--- src/rtl/io_pkg.sv ---
// -----------------------------------------------------------------------------
// io_pkg
// Shared definitions for the ODE-solver IO block (loading and read-back paths).
//   - io_state_e : packet decoder FSM states
//   - header field positions inside a 32-bit CPU bus word
//   - BUS_WIDTH  : CPU bus word width
// -----------------------------------------------------------------------------
package io_pkg;

    localparam int BUS_WIDTH   = 32;

    // Header word layout: [COUNT_MSB:COUNT_LSB] = word count N,
    // [ADDR_MSB:0] = base address (only the low RAM-address bits are used).
    localparam int COUNT_MSB   = 31;
    localparam int COUNT_LSB   = 16;
    localparam int ADDR_MSB    = 15;
    localparam int COUNT_WIDTH = COUNT_MSB - COUNT_LSB + 1;

    typedef enum logic [1:0] {
        ST_HEADER = 2'd0,
        ST_LOW    = 2'd1,
        ST_HIGH   = 2'd2,
        ST_DONE   = 2'd3
    } io_state_e;

endpackage : io_pkg

--- src/rtl/decoder_receiver.sv ---
// -----------------------------------------------------------------------------
// decoder_receiver
// Loading half of the ODE-solver IO block. Decodes a stream of 32-bit CPU bus
// words into packets (header + pairs of data halves), assembles DATA_WIDTH-bit
// words and writes them into solver RAM.
//
// Ports:
//   CLK                            in   system clock, rising edge
//   RST                            in   asynchronous active-low reset
//   CPU_Bus[31:0]                  in   CPU data word
//   Loading_Enable                 in   word-valid strobe
//   Done_Loading                   out  sticky end-of-load flag
//   Done_Processing_Current_Packet out  one-cycle pulse with a packet's last write
//   Memory_WR_Enable               out  RAM write strobe
//   Memory_Address_WR              out  RAM write address
//   Memory_Data_WR                 out  RAM write data
//
// Handshake: Loading_Enable is a pure valid with no back-pressure. A word is
// consumed on every rising CLK edge where Loading_Enable=1; the block is always
// ready. With Loading_Enable=0 all state holds indefinitely.
//
// The FSM state is kept in state_q so checkers can bind to it directly.
// -----------------------------------------------------------------------------
module decoder_receiver
    import io_pkg::*;
#(
    parameter int ADDRESS_WIDTH = 13,
    parameter int DATA_WIDTH    = 64   // must be 2 * BUS_WIDTH
) (
    input  logic                     CLK,
    input  logic                     RST,
    input  logic [BUS_WIDTH-1:0]     CPU_Bus,
    input  logic                     Loading_Enable,
    output logic                     Done_Loading,
    output logic                     Done_Processing_Current_Packet,
    output logic                     Memory_WR_Enable,
    output logic [ADDRESS_WIDTH-1:0] Memory_Address_WR,
    output logic [DATA_WIDTH-1:0]    Memory_Data_WR
);

    io_state_e                state_q,        state_d;
    logic [COUNT_WIDTH-1:0]   count_q,        count_d;
    logic [COUNT_WIDTH-1:0]   idx_q,          idx_d;
    logic [ADDRESS_WIDTH-1:0] base_q,         base_d;
    logic [BUS_WIDTH-1:0]     lo_q,           lo_d;
    logic                     wr_en_q,        wr_en_d;
    logic [ADDRESS_WIDTH-1:0] wr_addr_q,      wr_addr_d;
    logic [DATA_WIDTH-1:0]    wr_data_q,      wr_data_d;
    logic                     pkt_done_q,     pkt_done_d;
    logic                     done_loading_q, done_loading_d;

    logic [COUNT_WIDTH-1:0]   idx_inc;
    logic [COUNT_WIDTH-1:0]   hdr_count;

    assign idx_inc   = idx_q + 1'b1;
    assign hdr_count = CPU_Bus[COUNT_MSB:COUNT_LSB];

    always_comb begin
        state_d        = state_q;
        count_d        = count_q;
        idx_d          = idx_q;
        base_d         = base_q;
        lo_d           = lo_q;
        wr_en_d        = 1'b0;
        wr_addr_d      = wr_addr_q;   // address/data hold between writes
        wr_data_d      = wr_data_q;
        pkt_done_d     = 1'b0;
        done_loading_d = done_loading_q;

        if (Loading_Enable) begin
            case (state_q)
                ST_HEADER: begin
                    if (hdr_count == '0) begin
                        // N=0 is the end-of-load marker
                        done_loading_d = 1'b1;
                        state_d        = ST_DONE;
                    end else begin
                        count_d = hdr_count;
                        base_d  = CPU_Bus[ADDRESS_WIDTH-1:0];
                        idx_d   = '0;
                        state_d = ST_LOW;
                    end
                end
                ST_LOW: begin
                    lo_d    = CPU_Bus;
                    state_d = ST_HIGH;
                end
                ST_HIGH: begin
                    // Address sum is ADDRESS_WIDTH bits wide, so it wraps
                    // modulo the RAM depth.
                    wr_en_d   = 1'b1;
                    wr_addr_d = base_q + idx_q[ADDRESS_WIDTH-1:0];
                    wr_data_d = {CPU_Bus, lo_q};
                    idx_d     = idx_inc;
                    if (idx_inc == count_q) begin
                        pkt_done_d = 1'b1;
                        state_d    = ST_HEADER;
                    end else begin
                        state_d    = ST_LOW;
                    end
                end
                ST_DONE: begin
                    // all words ignored until reset
                end
                default: begin
                    state_d = ST_HEADER;
                end
            endcase
        end
    end

    always_ff @(posedge CLK or negedge RST) begin
        if (!RST) begin
            state_q        <= ST_HEADER;
            count_q        <= '0;
            idx_q          <= '0;
            base_q         <= '0;
            lo_q           <= '0;
            wr_en_q        <= 1'b0;
            wr_addr_q      <= '0;
            wr_data_q      <= '0;
            pkt_done_q     <= 1'b0;
            done_loading_q <= 1'b0;
        end else begin
            state_q        <= state_d;
            count_q        <= count_d;
            idx_q          <= idx_d;
            base_q         <= base_d;
            lo_q           <= lo_d;
            wr_en_q        <= wr_en_d;
            wr_addr_q      <= wr_addr_d;
            wr_data_q      <= wr_data_d;
            pkt_done_q     <= pkt_done_d;
            done_loading_q <= done_loading_d;
        end
    end

    assign Done_Loading                   = done_loading_q;
    assign Done_Processing_Current_Packet = pkt_done_q;
    assign Memory_WR_Enable               = wr_en_q;
    assign Memory_Address_WR              = wr_addr_q;
    assign Memory_Data_WR                 = wr_data_q;

endmodule : decoder_receiver

--- config.mk ---
export PLATFORM = sky130hd
export DESIGN_NAME = decoder_receiver
export DESIGN_NICKNAME = d
export VERILOG_FILES = /design/src/rtl/io_pkg.sv /design/src/rtl/decoder_receiver.sv
export SDC_FILE = /design/constraint.sdc
export NUM_CORES = 1
export LEC_CHECK = 0
export CAP_MARGIN = 20
export CORE_UTILIZATION = 40
export CTS_BUF_LIST = sky130_fd_sc_hd__clkbuf_16
export DETAILED_ROUTE_END_ITERATION = 10
export GPL_TIMING_DRIVEN = 0
export SLEW_MARGIN = 10
export SYNTH_ARGS = -nofsm -noshare
export SYNTH_HDL_FRONTEND = slang
export SYNTH_SLANG_ARGS = --single-unit
--- constraint.sdc ---
create_clock -name CLK -period 5.45 [get_ports CLK]
set_input_delay 1.09 -clock CLK [delete_from_list [all_inputs] [get_ports CLK]]
set_output_delay 1.09 -clock CLK [all_outputs]
set_load 0.005 [all_outputs]
==> flow_summary_export.csv, run 1 <==
group,metric,value,unit
run_status,status,"finished, final reports clean",
drt,drc,0,
cts,clock_sinks,159,
timing,slew_headroom,53.9,%
pwr,leakagePower,0.00394,uW
final_layout,layout.nets,744,
global_routing,grt_remaining_overflow,0,
timing,drv_slew,0,
final_layout,diodes,0,
cts,cts_made_buffers,17,
drt,drt_iter0_drc,184,
yosys,synthArstFlopShare,100,%
setup_path,endpoint_kind,"flip-flop",
final_layout,drive_above_1_share,25.6,%
yosys,synth_cell_type_count,55,
setup_path,crit_type,"in2reg",
pwr,power.density,548,nW/um^2
global_routing,grt_pass1_vias,5019,
cts,cts_resized,0,
global_routing,antenna_found_initial,0,
placed_design,port_buffers,114,
cts,htree_levels,4,
global_routing,track_usage,18.8,%
yosys,ys_ff_latch,159,
drt,firstDrtPassIters,4,
setup_path,rr_worst_depth,8,
die,placementRows,48,
yosys,syn_area,7210,um^2
drt,wire_per_inst,17.2,um
timing,whs,0.480,ns
placed_design,placed_cells,897,
yosys,synth_area_leaders,"dfrtp_1, mux2_2, ha_1",
timing,setup_tns,0,ns
die,start_util,41.3,%
yosys,ys_seq_area_share,55.2,%
drt,wl,15900,um
timing,period_share,59.3,%
yosys,synth_top_cell_area_share,55.2,%
die,die_height,136,um
timing,setup_viol_count_final,0,
setup_path,startpoint_type,"input port",
yosys,yosysTopAreaCell,"dfrtp_1",
yosys,yosys_warnings,0,
timing,fmax,0.309,GHz
yosys,synth_cells,557,
timing,rsz0062_at_grt,"false",
yosys,synth_ff_type,"dfrtp_1",
flow_run,drv_cap,0,
die,die_w,136,um
setup_path,arrival,3.53,ns
die,io_pins,115,
timing,hold_viol_final,0,
yosys,synth_most_common_cell,"dfrtp_1",
cts,postCtsSetupRepairBufs,0,
cts,cts_tree,"yes",
final_layout,area_delta_synth_final,27.9,%
placed_design,place_area,8660,um^2
cts,clk_pin_slew,0.06,ns
cts,cts_buffer_depth,2,
drt,ant_nets,0,
final_layout,fin_area,9220,um^2
cts,cts_root_buf,"clkbuf_16",
final_layout,final_cells,929,
setup_path,crit_path_max_fanout,10,
setup_path,cp.required,5.75,ns
final_layout,final_core_util,52.8,%
global_routing,grt_max_degree,112,
hold_path,worstHoldPathCells,2,
die,core-area,17500,um^2
pwr,ir_worst_vdd,0.258,mV
cts,clk_latency,0.42,ns
timing,worst_pin_slew,0.692,ns
global_routing,grt_pass1_wl,26700,um
yosys,synth_edf_count,0,
yosys,avgSynthCellArea,12.9,um^2
timing,fin_worst_skew,0.00464,ns
setup_path,cp_slowest_stage_delay,0.50,ns
drt,via_per_inst,5.16,
yosys,syn_nets,610,
timing,fin_crit,3.23,ns
die,die-area,18600,um^2
setup_path,cp_slowest_cell,"clkdlybuf4s50_1",
yosys,yosys-top-cells-count,"dfrtp_1, mux2_2, nand2_1, o21ai_0",
drt,vias,4796,
setup_path,path_cells,"clkdlybuf4s50_1 > nor4_1 > nand4_1 > o21ai_1 > nor2b_1 > buf_2 > o21ai_0 > o41ai_1",
cts,holdBufCountCts,0,
hold_path,min_path_type,"reg2reg",
placed_design,dpl.hpwl,11700,um
placed_design,place.gp.congestion,0.857,
[through the flow]
step	setup WS [ns]	total power, uW
after floorplan	3.04	3030
after detailed placement	1.76	3970
after global placement	-2.90	3890
after global routing	1.89	5410
after CTS	2.17	5120
final	2.22	5050
[worst max-delay path: cells and delay by family]
family          cells  cell delay, ns
compound gates      3            0.47
buf+inv             2            0.80
simple gates        3            1.17
[layer usage]
| layer | global-route usage, % | share of wire [%] |
|---|---|---|
| met3 | 4.25 | 4.8 |
| met5 | 0 | 0 |
| met4 | 6.11 | 1.3 |
| met2 | 30.8 | 48 |
| met1 | 24.6 | 46 |
[sequential cells by signal, indices dropped and copies added (netlist names)]
signal and count:
Memory_Address_WR 13, count_q 16, Memory_Data_WR 64, state_q 2, Memory_WR_Enable 1, idx_q 16
base_q 13, lo_q 32, Done_Processing_Current_Packet 1, Done_Loading 1
[worst paths after layout]
path / from / slack [ns] / to
setup / recovery: CPU_Bus[24] / 2.22 / idx_q[8]$_DFFE_PN0P_
hold / removal: Memory_Address_WR[11]$_DFFE_PN0P_ / 0.48 / Memory_Address_WR[11]$_DFFE_PN0P_
setup reg to reg: idx_q[0]$_DFFE_PN0P_ / 2.97 / Memory_Address_WR[8]$_DFFE_PN0P_
hold reg to reg: Memory_Address_WR[11]$_DFFE_PN0P_ / 0.48 / Memory_Address_WR[11]$_DFFE_PN0P_
max in group asynchronous: RST / 4.02 / Memory_Data_WR[26]$_DFFE_PN0P_
min in group asynchronous: RST / 0.57 / Memory_Data_WR[35]$_DFFE_PN0P_
[layout make-up]
cell class / count / area [um^2]
buffer: 29 / 139
clock buffer: 17 / 425
clock inverter: 15 / 134
fill: 1478 / 8250
inverter: 10 / 37.5
multi-input combinational: 359 / 3050
sequential: 159 / 3980
tap: 225 / 282
timing repair buffer: 115 / 1170
[placed cells by master (no fill, tap or decap), types with 3 or more instances in the layout]
cell type	count
nor2_1	17
buf_1	4
inv_1	12
mux2_2	128
a31oi_1	3
ha_1	17
and2_1	3
nand4_1	7
clkbuf_1	13
a21o_1	3
o31ai_1	9
o21ai_0	29
nor2b_1	7
xor2_1	15
dfrtp_1	159
xnor2_1	17
nand3_1	5
clkinv_2	3
buf_2	9
clkdlybuf4s50_1	113
a21oi_1	13
o211ai_1	4
o41ai_1	4
nor4_1	7
nand2_1	32
a211oi_1	3
inv_6	4
clkbuf_16	17
nor3_1	3
[cells by family (layout without fill, tap and decap cells)]
family / Yosys count / count (layout) / synth area share, %
DFF: 159 / 159 / 55.2
and+or+nand+nor: 98 / 98 / 7.41
xor gates and xnor gates: 35 / 35 / 4.76
AOI/OAI and AO/OA: 79 / 79 / 6.84
buffers and inverters: 39 / 186 / 2.45
adders and majority gates: 18 / 18 / 3.23
muxes: 129 / 129 / 20.1
[report_power, final]
group	leakage (uW)	internal, uW	switching (uW)
Sequential	0.00193	1720	320
Clock	0.000281	635	497
Combinational	0.00173	1190	688
Note: power is estimated with default switching activity, not from simulation.
==> inputs of run 2 (changes only) <==
==> constraint.sdc (replaced) <==
create_clock -name CLK -period 3.2 [get_ports CLK]
set_input_delay 0.64 -clock CLK [delete_from_list [all_inputs] [get_ports CLK]]
set_output_delay 0.64 -clock CLK [all_outputs]
set_load 0.005 [all_outputs]
==> results of run 2 <==
The final DEF is identical to that of run 1. Status: finished, final reports clean.
Main changes from that run: setup slack after placement 1.76 ns -> -0.0377 ns; setup slack after layout 2.22 ns -> 0.419 ns; hold slack 0.480 ns -> 0.117 ns; register-to-register setup slack 2.97 ns -> 0.72 ns; total power 5050 uW -> 8610 uW; worst IR drop on VDD 0.258 mV -> 0.440 mV
